--- config.mk ---
export PLATFORM = sky130hd
export DESIGN_NAME = imm_extend_stage
export DESIGN_NICKNAME = d
export VERILOG_FILES = /design/src/rtl/imm_extend_stage.sv
export SDC_FILE = /design/constraint.sdc
export NUM_CORES = 1
export LEC_CHECK = 0
export ABC_AREA = 0
export CAP_MARGIN = 20
export CORE_MARGIN = 2
export CORE_UTILIZATION = 52
export CTS_BUF_LIST = sky130_fd_sc_hd__clkbuf_4 sky130_fd_sc_hd__clkbuf_8 sky130_fd_sc_hd__clkbuf_16
export CTS_CLUSTER_DIAMETER = 80
export DETAILED_ROUTE_END_ITERATION = 8
export GPL_ROUTABILITY_DRIVEN = 0
export PLACE_DENSITY = 0.8
export SLEW_MARGIN = 20
export SYNTH_ARGS = -nofsm -noshare
export SYNTH_HDL_FRONTEND = slang
export SYNTH_SLANG_ARGS = --single-unit
export TNS_END_PERCENT = 5
--- constraint.sdc ---
create_clock -name clk -period 1.9 [get_ports clk]
set_clock_uncertainty 0.1 [all_clocks]
set_input_delay 0.38 -clock clk [delete_from_list [all_inputs] [get_ports clk]]
set_output_delay 0.38 -clock clk [all_outputs]
set_load 0.005 [all_outputs]
--- src/rtl/imm_extend_stage.sv ---
// -----------------------------------------------------------------------------
// imm_extend_stage
//
// Registered immediate-extension stage for the decode -> execute path.
// An IN_W-bit immediate is widened to OUT_W bits in one of four modes
// (zero, sign, load-upper, word branch offset). The widened value travels
// with its mode and a sideband tag through a 2-entry skid buffer that has
// valid/ready handshakes on both sides. A synchronous flush squashes both
// entries.
//
// Ports:
//   clk        rising-edge clock
//   rst_n      asynchronous active-low reset
//   flush      synchronous squash of all buffered items
//   in_valid   upstream item present
//   in_ready   stage can accept an item this cycle
//   in_imm     raw immediate            [IN_W-1:0]
//   in_mode    00 zero, 01 sign, 10 upper, 11 branch
//   in_tag     sideband tag             [TAG_W-1:0]
//   out_valid  extended item present
//   out_ready  downstream accepts this cycle
//   out_imm    extended immediate       [OUT_W-1:0]
//   out_tag    tag belonging to out_imm [TAG_W-1:0]
//   out_mode   mode used for out_imm
// -----------------------------------------------------------------------------
module imm_extend_stage #(
    parameter int IN_W  = 16,
    parameter int OUT_W = 32,
    parameter int TAG_W = 5
) (
    input  logic             clk,
    input  logic             rst_n,
    input  logic             flush,
    input  logic             in_valid,
    output logic             in_ready,
    input  logic [IN_W-1:0]  in_imm,
    input  logic [1:0]       in_mode,
    input  logic [TAG_W-1:0] in_tag,
    output logic             out_valid,
    input  logic             out_ready,
    output logic [OUT_W-1:0] out_imm,
    output logic [TAG_W-1:0] out_tag,
    output logic [1:0]       out_mode
);

    localparam int PAD = OUT_W - IN_W;

    // The branch mode needs two spare bits above the sign-extended immediate.
    if (OUT_W < IN_W + 2) begin : gWidthCheck
        $error("imm_extend_stage: OUT_W must be at least IN_W+2");
    end

    typedef struct packed {
        logic [OUT_W-1:0] imm;
        logic [TAG_W-1:0] tag;
        logic [1:0]       mode;
    } entry_t;

    entry_t     mainEntry, skidEntry, newEntry;
    logic       mainValid, skidValid;
    logic [OUT_W-1:0] signExt, extImm;
    logic       accept, take;

    // Sign-extended immediate is shared by the sign and branch modes. The
    // branch offset is this value shifted by two; with PAD >= 2 nothing
    // significant is shifted out, and PAD == 2 needs no zero-width replicate.
    assign signExt = {{PAD{in_imm[IN_W-1]}}, in_imm};

    always_comb begin
        // NOTE: every always_comb output gets a default first so no path can infer a latch.
        extImm = '0;
        case (in_mode)
            2'b00:   extImm = {{PAD{1'b0}}, in_imm};
            2'b01:   extImm = signExt;
            2'b10:   extImm = {in_imm, {PAD{1'b0}}};
            default: extImm = signExt << 2;
        endcase
    end

    assign newEntry = '{imm: extImm, tag: in_tag, mode: in_mode};

    // in_ready depends only on registered state and flush, never on
    // out_ready, so there is no combinational path across the stage.
    assign in_ready  = !skidValid && !flush;
    assign out_valid = mainValid;
    assign accept    = in_valid && in_ready;
    assign take      = mainValid && out_ready;

    assign out_imm  = mainEntry.imm;
    assign out_tag  = mainEntry.tag;
    assign out_mode = mainEntry.mode;

    // Main holds the oldest item and drives the outputs; skid holds the
    // second-oldest. A new item enters skid only when main is stalled, and
    // skid is never written while full because in_ready is low then.
    always_ff @(posedge clk or negedge rst_n) begin
        if (!rst_n) begin
            // NOTE: the data registers are reset as well, so the outputs read zero during and after reset.
            mainValid <= 1'b0;
            skidValid <= 1'b0;
            mainEntry <= '0;
            skidEntry <= '0;
        end else if (flush) begin
            mainValid <= 1'b0;
            skidValid <= 1'b0;
        end else begin
            // NOTE: state is updated with non-blocking assignments so every branch sees pre-edge values.
            if (take) begin
                if (skidValid) begin
                    mainEntry <= skidEntry;
                    skidValid <= 1'b0;
                end else if (accept) begin
                    mainEntry <= newEntry;
                end else begin
                    mainValid <= 1'b0;
                end
            end else if (mainValid) begin
                if (accept) begin
                    skidEntry <= newEntry;
                    skidValid <= 1'b1;
                end
            end else if (accept) begin
                mainEntry <= newEntry;
                mainValid <= 1'b1;
            end
        end
    end

endmodule

==> PnR_summary.wiki <==
{| class="wikitable"
! Metric !! Value
|-
| Clock tree root buffer cell || sky130_fd_sc_hd__clkbuf_8
|-
| Maximum single-stage delay on the critical path || 530 ps
|-
| Routed Wire Length || 8.59 mm
|-
| Cell type group with the largest total delay on the critical path || buffers and inverters
|-
| RSZ-0062 raised after global routing || false
|-
| Class of the tightest hold or removal check || input port to register
|-
| Biggest fanout along the worst timing path || 12
|-
| Largest family of logic cells by synthesized area || compound AO/OA/AOI/OAI gates
|-
| Antenna violations before repair || 0
|-
| Ratio of cells with drive above 1 in the final layout || 21.0%
|-
| Launch instance of the worst min-delay path || flush
|-
| Maximum vdd drop || 0.513 mV
|-
| Crit path cell chain || clkdlybuf4s50_1
|-
| Critical Path Start || out_valid$_DFFE_PN0P_
|-
| Initial DRT Pass Iterations || 7
|-
| Count of boundary I/O pins || 69
|-
| Leading area contributor after synthesis || sky130_fd_sc_hd__dfrtp_1
|-
| Number of cell instances on the worst register-to-register path || 5
|-
| Die H || 88.2 um
|-
| Area enclosed by the die boundary || 7790 um2
|-
| Number of global-route vias before repair || 2840
|-
| Share of the clock period used by the worst path after layout || 96.5%
|-
| Syn-to-layout area delta || 30.8%
|-
| Die Span X || 88.2 um
|-
| Worst-case clock buffer depth || 2
|-
| Port bufs || 68
|-
| Source of the worst register-to-register timing path || skidValid$_DFFE_PN0P_
|-
| Initial standard-cell utilization of the core || 54.0%
|-
| Count of unresolved DRC violations after routing || 0
|-
| Max Fclk || 545 MHz
|-
| Number of maximum-capacitance constraint violations || 0
|-
| Via density || 5.81
|-
| Number of nets in the finished design || 410
|-
| Leakage || 2.17 nW
|-
| Ranking of synthesized cells by area || sky130_fd_sc_hd__dfrtp_1 54%, sky130_fd_sc_hd__mux2_2 7.6%, sky130_fd_sc_hd__mux2i_1 4.3%
|-
| Final core utilization || 70.6%
|-
| CTS H-Tree Depth || 3
|-
| Post-Syn Nets || 325
|-
| Final slew viol count || 0
|-
| Clock sink total || 80
|-
| Worst setup EP type || output pin
|-
| Headroom to the max-slew limit || 72.2%
|-
| Pin count of the biggest net entering global routing || 40
|-
| Register-to-Register Setup Slack || 270 ps
|-
| Share of synthesized cell area in full adder, half adder and majority cells || 0%
|-
| Startpoint type of the worst setup path || register
|-
| Overall via count from detail_route || 2800
|-
| Slowest cell on crit path || sky130_fd_sc_hd__clkdlybuf4s50_1
|-
| Number of register bits inferred by synthesis || 80
|-
| Data required, critical path || 1420 ps
|-
| Clk Latency, worst-skew pair || 360 ps
|-
| Placement Rows || 30
|-
| Sequential share of the synthesized area || 54.3%
|-
| Endpoint of the lowest-slack register-to-register path || skidEntry[28]$_DFFE_PN0P_
|-
| Core area || 6830 um2
|-
| Dpl cell area || 4570 um2
|-
| Power per Cell Area || 987 nW/um2
|-
| Post-route cell area || 4820 um2
|-
| Number of warnings reported in the yosys synthesis log || 0
|-
| Post-Layout Cell Count || 482
|-
| Post-placement cell count || 464
|-
| Clock tree from TritonCTS || yes
|-
| Worst Path Arrival || 1350 ps
|-
| Compound-Gate Fraction of Synth Area || 18.3%
|-
| Total track usage || 23.4%
|-
| Netlist Area Pre-Place || 3690 um2
|-
| Wire length of the first global-routing pass || 14.0 mm
|-
| Detailed Route Iter0 Violations || 250
|-
| WP buf/inv || 1
|-
| Post-route total power || 4.76 mW
|-
| Number of cells traversed by the worst hold path || 2
|-
| Simple-gate portion of the synthesized area || 7.02%
|-
| Number of stages on the worst setup path || 1
|-
| Post-Synthesis Mean Instance Area || 12.4 um2
|-
| Total inserted antenna cells || 0
|-
| Period minus WS final || 1830 ps
|-
| Count of final hold-check violations || 0
|-
| GRT overflow || 0
|-
| HPWL reported at the end of detailed placement || 5.91 mm
|-
| Status || complete, no violations
|-
| Synthesized netlist cell count || 297
|-
| Routed length per placed instance || 17.8 um
|-
| WHS Endpoint || out_valid$_DFFE_PN0P_
|-
| ANT nets after route || 0
|-
| Worst Setup Path Type || register to output pin
|-
| Number of setup violations in the final report || 0
|-
| Crit path setup slack, layout || 66.5 ps
|-
| Post-synthesis mux area share || 12.0%
|-
| Worst hold slack across all endpoints || 333 ps
|-
| Setup total negative slack || 0 ps
|-
| Worst Setup Slack post-DPL || -225 ps
|-
| Clock-pin slew on the worst setup and hold paths || 70 ps
|-
| Slew at the pin with the worst max-slew slack || 416 ps
|-
| Num CTS Buffers || 9
|-
| Xor and xnor area share after synthesis || 0%
|-
| Share of the synthesized area in the top cell type || 54.3%
|-
| Library cells used by synthesis || 37
|}
[state kept, by name, indices dropped and copies added (netlist names)]
signal / flops
out_valid: 1
out_mode: 2
out_imm: 32
out_tag: 5
skidEntry: 39
skidValid: 1
[synthesized netlist by cell type]
cell,number
sky130_fd_sc_hd__nand2b_1,2
sky130_fd_sc_hd__a22o_1,15
sky130_fd_sc_hd__mux2_2,25
sky130_fd_sc_hd__buf_8,1
sky130_fd_sc_hd__and2_1,9
sky130_fd_sc_hd__dfrtp_1,80
sky130_fd_sc_hd__mux2i_1,16
sky130_fd_sc_hd__nor2_1,2
sky130_fd_sc_hd__and3_1,1
sky130_fd_sc_hd__a211oi_1,1
sky130_fd_sc_hd__o311a_1,1
sky130_fd_sc_hd__a2bb2oi_1,9
sky130_fd_sc_hd__o21ai_0,3
sky130_fd_sc_hd__inv_1,32
sky130_fd_sc_hd__buf_2,9
sky130_fd_sc_hd__a21oi_1,18
sky130_fd_sc_hd__buf_4,5
sky130_fd_sc_hd__and4_4,1
sky130_fd_sc_hd__and2_4,1
sky130_fd_sc_hd__and2b_2,1
sky130_fd_sc_hd__nor2_8,1
sky130_fd_sc_hd__nor4bb_1,1
sky130_fd_sc_hd__clkbuf_1,1
sky130_fd_sc_hd__a222oi_1,14
sky130_fd_sc_hd__nand3_2,1
sky130_fd_sc_hd__nor2b_1,2
sky130_fd_sc_hd__nand3b_1,1
sky130_fd_sc_hd__and4b_1,1
sky130_fd_sc_hd__or3b_4,1
sky130_fd_sc_hd__a221o_1,14
sky130_fd_sc_hd__nor2_2,1
sky130_fd_sc_hd__buf_6,8
sky130_fd_sc_hd__nand3_1,1
sky130_fd_sc_hd__nor2b_2,1
sky130_fd_sc_hd__nand4b_1,1
sky130_fd_sc_hd__and2_0,6
sky130_fd_sc_hd__o22ai_1,10
[per-layer routing]
metal | GRT usage [%] | up-vias | routed length [um]
li1 | - | 1264 | -
met4 | 9.09 | 0 | 128
met3 | 4.76 | 12 | 507
met1 | 31.6 | 1417 | 3760
met5 | 0 | - | 0
met2 | 37.7 | 107 | 4200
[final cells by class]
type | instances | area, um2
sequential | 80 | 2000
clock inverter | 5 | 81.3
inverter | 32 | 120
multi-input combinational | 161 | 1380
timing repair buffer | 98 | 982
tap | 96 | 120
fill | 530 | 2010
clock buffer | 10 | 138
[power by group]
part	switching (mW)	internal [mW]
sequential	0.197	2.09
combinational	0.437	0.666
clock	0.607	0.768
total	1.24	3.52
[cells in the final DEF (no fill, tap or decap), types with 14 or more instances in the layout]
cell type and n:
sky130_fd_sc_hd__dfrtp_1 78, sky130_fd_sc_hd__clkdlybuf4s50_1 65, sky130_fd_sc_hd__inv_1 32, sky130_fd_sc_hd__mux2_2 25, sky130_fd_sc_hd__buf_4 24, sky130_fd_sc_hd__a21oi_1 18
sky130_fd_sc_hd__mux2i_1 16, sky130_fd_sc_hd__a22o_1 15, sky130_fd_sc_hd__a222oi_1 14, sky130_fd_sc_hd__a221o_1 14
[worst reg2reg max path, cell delays in order (launching register included)]
cell,delay (ps)
sky130_fd_sc_hd__dfrtp_2,460
sky130_fd_sc_hd__nor2_2,120
sky130_fd_sc_hd__and4_4,260
sky130_fd_sc_hd__buf_12,180
sky130_fd_sc_hd__buf_4,200
sky130_fd_sc_hd__mux2i_1,230
[cells by family after synthesis]
group | Yosys count
buffers and inverters | 56
DFF | 80
AOI/OAI and AO/OA | 85
muxes | 41
and+or+nand+nor | 35
[how the worst max path moves through the flow]
stage | endpoint
floorplan | skidEntry[10]$_DFFE_PN0P_
global placement | skidEntry[15]$_DFFE_PN0P_
detailed placement | skidEntry[28]$_DFFE_PN0P_
CTS | in_ready
global route | out_valid
finish | out_valid
[timing repair]
item                                   4_1_cts  5_1_grt
buffers inserted                             0        2
hold buffers                                 1        0
resized for setup                            4        1
gates cloned                                 0        0
endpoints found under the hold margin       24        0
setup endpoints to repair                    2        1
Note: power is estimated with default switching activity, not from simulation.
